==> src/rtl/run_sequencer.sv <==
`default_nettype none
// ============================================================================
//  Module   : run_sequencer
//  Purpose  : Launch controller that issues start pulses to a downstream
//             engine, waits for each done edge and repeats for a batch of
//             runs, with inter-run gap, per-run timeout watchdog and abort.
//  Revision : 1.0 - initial release
// ============================================================================
module run_sequencer #(
    parameter int CNT_W          = 8,
    parameter int TIMEOUT_CYCLES = 1000,
    parameter int TMR_W          = 16,
    parameter int GAP_CYCLES     = 2
) (
    input  logic             clk,
    input  logic             reset,
    input  logic             go,
    input  logic [CNT_W-1:0] num_runs,
    input  logic             abort,
    input  logic             done_i,
    output logic             start_o,
    output logic             busy,
    output logic [CNT_W-1:0] run_count,
    output logic             all_done,
    output logic             timeout_err
);

    localparam logic [2:0] S_IDLE   = 3'd0;
    localparam logic [2:0] S_LAUNCH = 3'd1;
    localparam logic [2:0] S_WAIT   = 3'd2;
    localparam logic [2:0] S_GAP    = 3'd3;
    localparam logic [2:0] S_FINISH = 3'd4;
    localparam logic [2:0] S_ERROR  = 3'd5;

    localparam logic [TMR_W-1:0] TMO_LAST = TMR_W'(TIMEOUT_CYCLES - 1);
    localparam logic [TMR_W-1:0] GAP_LAST = TMR_W'(GAP_CYCLES - 1);

    logic [2:0]       state_q,     state_d;
    logic [TMR_W-1:0] timer_q,     timer_d;
    logic [CNT_W-1:0] target_q,    target_d;
    logic [CNT_W-1:0] run_count_q, run_count_d;
    logic             done_q,      done_d;

    logic             done_rise;
    logic [CNT_W-1:0] run_count_inc;
    logic             last_run;

    assign done_d        = done_i;
    assign done_rise     = done_i & ~done_q;
    assign run_count_inc = run_count_q + CNT_W'(1);
    assign last_run      = (run_count_inc == target_q);

    // State register
    always_ff @(posedge clk or negedge reset) begin
        if (!reset) begin
            state_q <= S_IDLE;
        end else begin
            state_q <= state_d;
        end
    end

    // Next-state logic; abort outranks every other transition
    always_comb begin
        state_d = state_q;
        if (abort) begin
            state_d = S_IDLE;
        end else begin
            case (state_q)
                S_IDLE: begin
                    if (go) begin
                        state_d = (num_runs != '0) ? S_LAUNCH : S_FINISH;
                    end
                end
                S_LAUNCH: state_d = S_WAIT;
                S_WAIT: begin
                    if (done_rise) begin
                        state_d = last_run ? S_FINISH : S_GAP;
                    end else if (timer_q == TMO_LAST) begin
                        state_d = S_ERROR;
                    end
                end
                S_GAP: begin
                    if (timer_q == GAP_LAST) begin
                        state_d = S_LAUNCH;
                    end
                end
                S_FINISH: state_d = S_IDLE;
                S_ERROR:  state_d = S_ERROR;
                default:  state_d = S_IDLE;
            endcase
        end
    end

    // Output decode (Moore)
    always_comb begin
        start_o     = (state_q == S_LAUNCH);
        busy        = (state_q != S_IDLE);
        all_done    = (state_q == S_FINISH);
        timeout_err = (state_q == S_ERROR);
        run_count   = run_count_q;
    end

    // Datapath: timer is shared between the WAIT watchdog and the GAP counter
    always_comb begin
        timer_d     = timer_q;
        target_d    = target_q;
        run_count_d = run_count_q;
        if (!abort) begin
            case (state_q)
                S_IDLE: begin
                    if (go) begin
                        target_d    = num_runs;
                        run_count_d = '0;
                    end
                end
                S_LAUNCH: timer_d = '0;
                S_WAIT: begin
                    if (done_rise) begin
                        run_count_d = run_count_inc;
                        timer_d     = '0;
                    end else begin
                        timer_d = timer_q + TMR_W'(1);
                    end
                end
                S_GAP: timer_d = timer_q + TMR_W'(1);
                default: begin
                    timer_d = timer_q;
                end
            endcase
        end
    end

    always_ff @(posedge clk or negedge reset) begin
        if (!reset) begin
            timer_q     <= '0;
            target_q    <= '0;
            run_count_q <= '0;
            done_q      <= 1'b0;
        end else begin
            timer_q     <= timer_d;
            target_q    <= target_d;
            run_count_q <= run_count_d;
            done_q      <= done_d;
        end
    end

endmodule
`default_nettype wire

==> config.mk <==
export PLATFORM = sky130hd
export DESIGN_NAME = run_sequencer
export DESIGN_NICKNAME = d
export VERILOG_FILES = /design/src/rtl/run_sequencer.sv
export SDC_FILE = /design/constraint.sdc
export NUM_CORES = 1
export LEC_CHECK = 0
export BUFFER_PORTS_ARGS = -buffer_cell sky130_fd_sc_hd__buf_2
export CORE_MARGIN = 2
export CORE_UTILIZATION = 60
export CTS_BUF_LIST = sky130_fd_sc_hd__clkbuf_2 sky130_fd_sc_hd__clkbuf_4 sky130_fd_sc_hd__clkbuf_8
export DETAILED_ROUTE_END_ITERATION = 8
export PLACE_DENSITY = 0.9
export SYNTH_ARGS = -nofsm -noshare
export SYNTH_HDL_FRONTEND = slang
export SYNTH_SLANG_ARGS = --single-unit
export TNS_END_PERCENT = 20
==> constraint.sdc <==
create_clock -name clk -period 6.2 [get_ports clk]
set_clock_uncertainty 0.2 [all_clocks]
set_input_delay 1.24 -clock clk [delete_from_list [all_inputs] [get_ports clk]]
set_output_delay 1.24 -clock clk [all_outputs]
set_load 0.02 [all_outputs]
==> Implementation_results.wiki <==
{| class="wikitable"
! Metric !! Value
|-
| Power Total || about 0.7 mW
|-
| Die footprint || a little under 4000 um2
|-
| Global route total overflow || 0
|-
| Cells after synthesis || roughly 220
|-
| Initial antenna violation count || 0
|-
| Final worst-path cycle share || 0.4759
|-
| Number of failing hold endpoints at the final stage || 0
|-
| Number of flops mapped to enable cells by yosys || 0
|-
| Avg Synthesized Cell Area || 9.427 um2
|-
| Gr usage total || 0.2413
|-
| Cell area after technology mapping || a little over 2000 um2
|-
| DRC || 0
|-
| Main combinational cell family by area after synthesis || simple AND/OR/NAND/NOR gates
|-
| Critical path launch point type || flip-flop
|-
| Area fraction in and, or, nand and nor cells after synthesis || 0.2248
|-
| Die extent in y || 62.66 um
|-
| Worst Reg2Reg Path Length in Cells || 6
|-
| TNS Setup || 0 ns
|-
| Arithmetic-cell share of the synthesized area counting full adders, half adders and majority gates || 0.01818
|-
| Worst EP arrival || 1.51 ns
|-
| Unrepaired setup endpoints after global routing || no
|-
| Run status || completed
|-
| I/O pin cnt || 25
|-
| # setup viols final || 0
|-
| Min-Delay Path Class || flip-flop to flip-flop
|-
| Power density normalized to cell area || 307.6 nW/um2
|-
| Capturing element type of the critical path || output port
|-
| Top area cells in the synthesized netlist || sky130_fd_sc_hd__dfrtp_1 (44%), sky130_fd_sc_hd__mux2_2 (4.4%), sky130_fd_sc_hd__xor2_1 (4.2%), sky130_fd_sc_hd__nand3_1 (3.9%), sky130_fd_sc_hd__nor2_1 (3.8%)
|-
| Buffers inserted during post-CTS setup optimization || 0
|-
| Clock Sinks || 36
|-
| Post-DRT Antenna Nets || 0
|-
| Share of layout cells above drive strength 1 || 0.1942
|-
| Clock latency at the later pin of the worst-skew pair || roughly 0.35 ns
|-
| Relative slew slack || 0.4926
|-
| Post-DR vias/cell || roughly 6.0
|-
| Final weighted congestion in routability-driven placement || 0.9320
|-
| Fmax || roughly 340 MHz
|-
| Final Slew Violations || 0
|-
| Fraction of the mapped netlist area in compound gates || 0.1685
|-
| Global-route wire length before repair || approximately 7500 um
|-
| Number of detailed-routing iterations run before antenna repair || 5
|-
| Register bit total from synthesis || 36
|-
| Number of standard-cell rows in the floorplan || 21
|-
| Clock buffer count from CTS || 5
|-
| Maximum clock path buffer count || 2
|-
| Via count of the first global-routing pass || 1618
|-
| Maximum level of the CTS H-tree || 2
|-
| Signed area change from the synthesized netlist to the final layout || 9.879%
|-
| Hold path depth || 1
|-
| Max-Cap Viols || 0
|-
| Worst Path Class, Setup || flip-flop to output port
|-
| Worst-Margin Slew || 0.7610 ns
|-
| Required time of the worst setup path || 4.76 ns
|-
| First DRT Iteration DRCs || 99
|-
| Library cells used by synthesis || 42
|-
| Post-layout minimum cycle time || 2.950 ns
|-
| Port Buffer Count || 24
|-
| Clock slew at the register clock pins of the worst setup and hold paths || 0.10 ns
|-
| Pin count of the biggest net entering global routing || 37
|-
| Standby leakage power || just under 1 nW
|-
| TritonCTS clock tree || done
|-
| Clock root buffer || sky130_fd_sc_hd__clkbuf_4
|-
| Count of yosys warnings during synthesis || 0
|-
| Highest fanout seen on the critical path || 11
|-
| Final net count || 258
|-
| Fraction of the yosys area taken by sequential cells || 0.4364
|-
| HPWL after DPL || ~3100 um
|-
| Number of antenna repair diodes || 0
|-
| Parity-gate share of the synthesized area counting xor and xnor cells || 0.08061
|-
| Most frequently used flop master after synthesis || sky130_fd_sc_hd__dfrtp_1
|-
| Number of nets produced by synthesis || 235
|-
| Routed length per placed instance || 14.45 um
|-
| Count of vias placed by the detailed router || roughly 1.7k
|-
| Chip Width || 62.66 um
|-
| Maximum VDD drop || 0.1637 mV
|-
| Hold Buf Count CTS || 0
|-
| Top cells by count, synth || sky130_fd_sc_hd__dfrtp_1 (36), sky130_fd_sc_hd__nor2_1 (21), sky130_fd_sc_hd__nand2_1 (16), sky130_fd_sc_hd__nand3_1 (16), sky130_fd_sc_hd__o21ai_1 (15)
|-
| Core region area || 3311 um2
|-
| Wire length after detailed routing || 4162 um
|-
| Share of Yosys cell area claimed by the top area cell type || 0.4364
|-
| Proportion of synthesized area in mux cells || 0.04364
|-
| Initial cell density of the core || 0.6236
|-
| Number of resized instances in the post-cts repair step || 0
|-
| Fraction of registers with async set or reset after synthesis || 1.000
|-
| Cell type contributing the most total cell area after synthesis || sky130_fd_sc_hd__dfrtp_1
|-
| Most common cell in the synthesized netlist || sky130_fd_sc_hd__dfrtp_1
|}
[layer usage]
metal | vias to the layer above | track usage | wire (um)
met1 | 817 | 0.3568 | 2004
met2 | 73 | 0.3387 | 1792
met3 | 9 | 0.06667 | 295
met5 | - | 0 | 0
met4 | 0 | 0.08889 | 70
li1 | 832 | - | -
[registers in the layout (all words and copies together), names as in the netlist]
signal     count
done_q         1
run_count      8
state_q        3
target_q       8
timer_q       16
[layout make-up]
class                   count  area [um2]
multi-input cells         170        1106
fillers                   271        1042
flip-flops and latches     36       900.9
repair buffers             24       120.1
clock buffers               7       65.06
well taps                  46       57.56
inverters                   5       18.77
[kinds of logic after synthesis]
family                   Yosys count
adder cells (fa/ha/maj)            3
buffers and inverters             13
AO/OA/AOI/OAI                     49
multiplexers                       8
XOR/XNOR                          19
flip-flops                        36
AND/OR/NAND/NOR                   91
[critical path, cell delays in order, from the launching register on]
cell and delay (ns):
sky130_fd_sc_hd__dfrtp_1 0.50, sky130_fd_sc_hd__nor3_1 0.43, sky130_fd_sc_hd__inv_1 0.08, sky130_fd_sc_hd__buf_2 0.17
[power by group]
| group | switching (mW) | leakage [nW] | internal, mW |
|---|---|---|---|
| Combinational | 0.135 | 0.474 | 0.108 |
| Clock | 0.0748 | 0.0374 | 0.0643 |
| Sequential | 0.0430 | 0.481 | 0.273 |
| Total | 0.253 | 0.992 | 0.445 |
[cell usage in the layout, fill, tap and decap left out, drive strengths merged, types with 4 or more instances in the layout]
| cell | Yosys | routed |
|---|---|---|
| nand3 | 16 | 16 |
| nand2b | 7 | 7 |
| nand2 | 16 | 16 |
| nor3 | 9 | 9 |
| xor2 | 10 | 10 |
| xnor2 | 9 | 9 |
| o21ai | 19 | 19 |
| buf | 5 | 24 |
| nor4 | 5 | 5 |
| inv | 5 | 5 |
| mux2 | 8 | 8 |
| o31ai | 7 | 7 |
| a31oi | 4 | 4 |
| clkbuf | 3 | 7 |
| dfrtp | 36 | 36 |
| nor2 | 21 | 21 |
[per-stage QoR]
stage          instances  hold slack (ns)  worst slack [ns]  utilization  cell area, um2
2_1_floorplan        219           0.2708             3.380            -            2064
3_3_place_gp         281           0.3116             3.112       0.6655            2203
3_5_place_dp         281           0.3038             3.059       0.6655            2203
4_1_cts              288           0.3222             3.276       0.6852            2268
5_1_grt              288           0.3644             3.177       0.6852            2268
6_report             288           0.3247             3.250       0.6852            2268
[path summary, 6_finish.rpt]
check                                 from  slack [ns]           end
max in group asynchronous            reset        4.56    timer_q[3]
worst max register to register  state_q[1]        3.79  run_count[2]
worst min-delay path            timer_q[4]        0.32    timer_q[4]
min in group asynchronous            reset        0.75    timer_q[7]
worst min register to register  timer_q[4]        0.32    timer_q[4]
worst max-delay path            state_q[0]        3.25          busy
(Power assumes the default switching activity.)
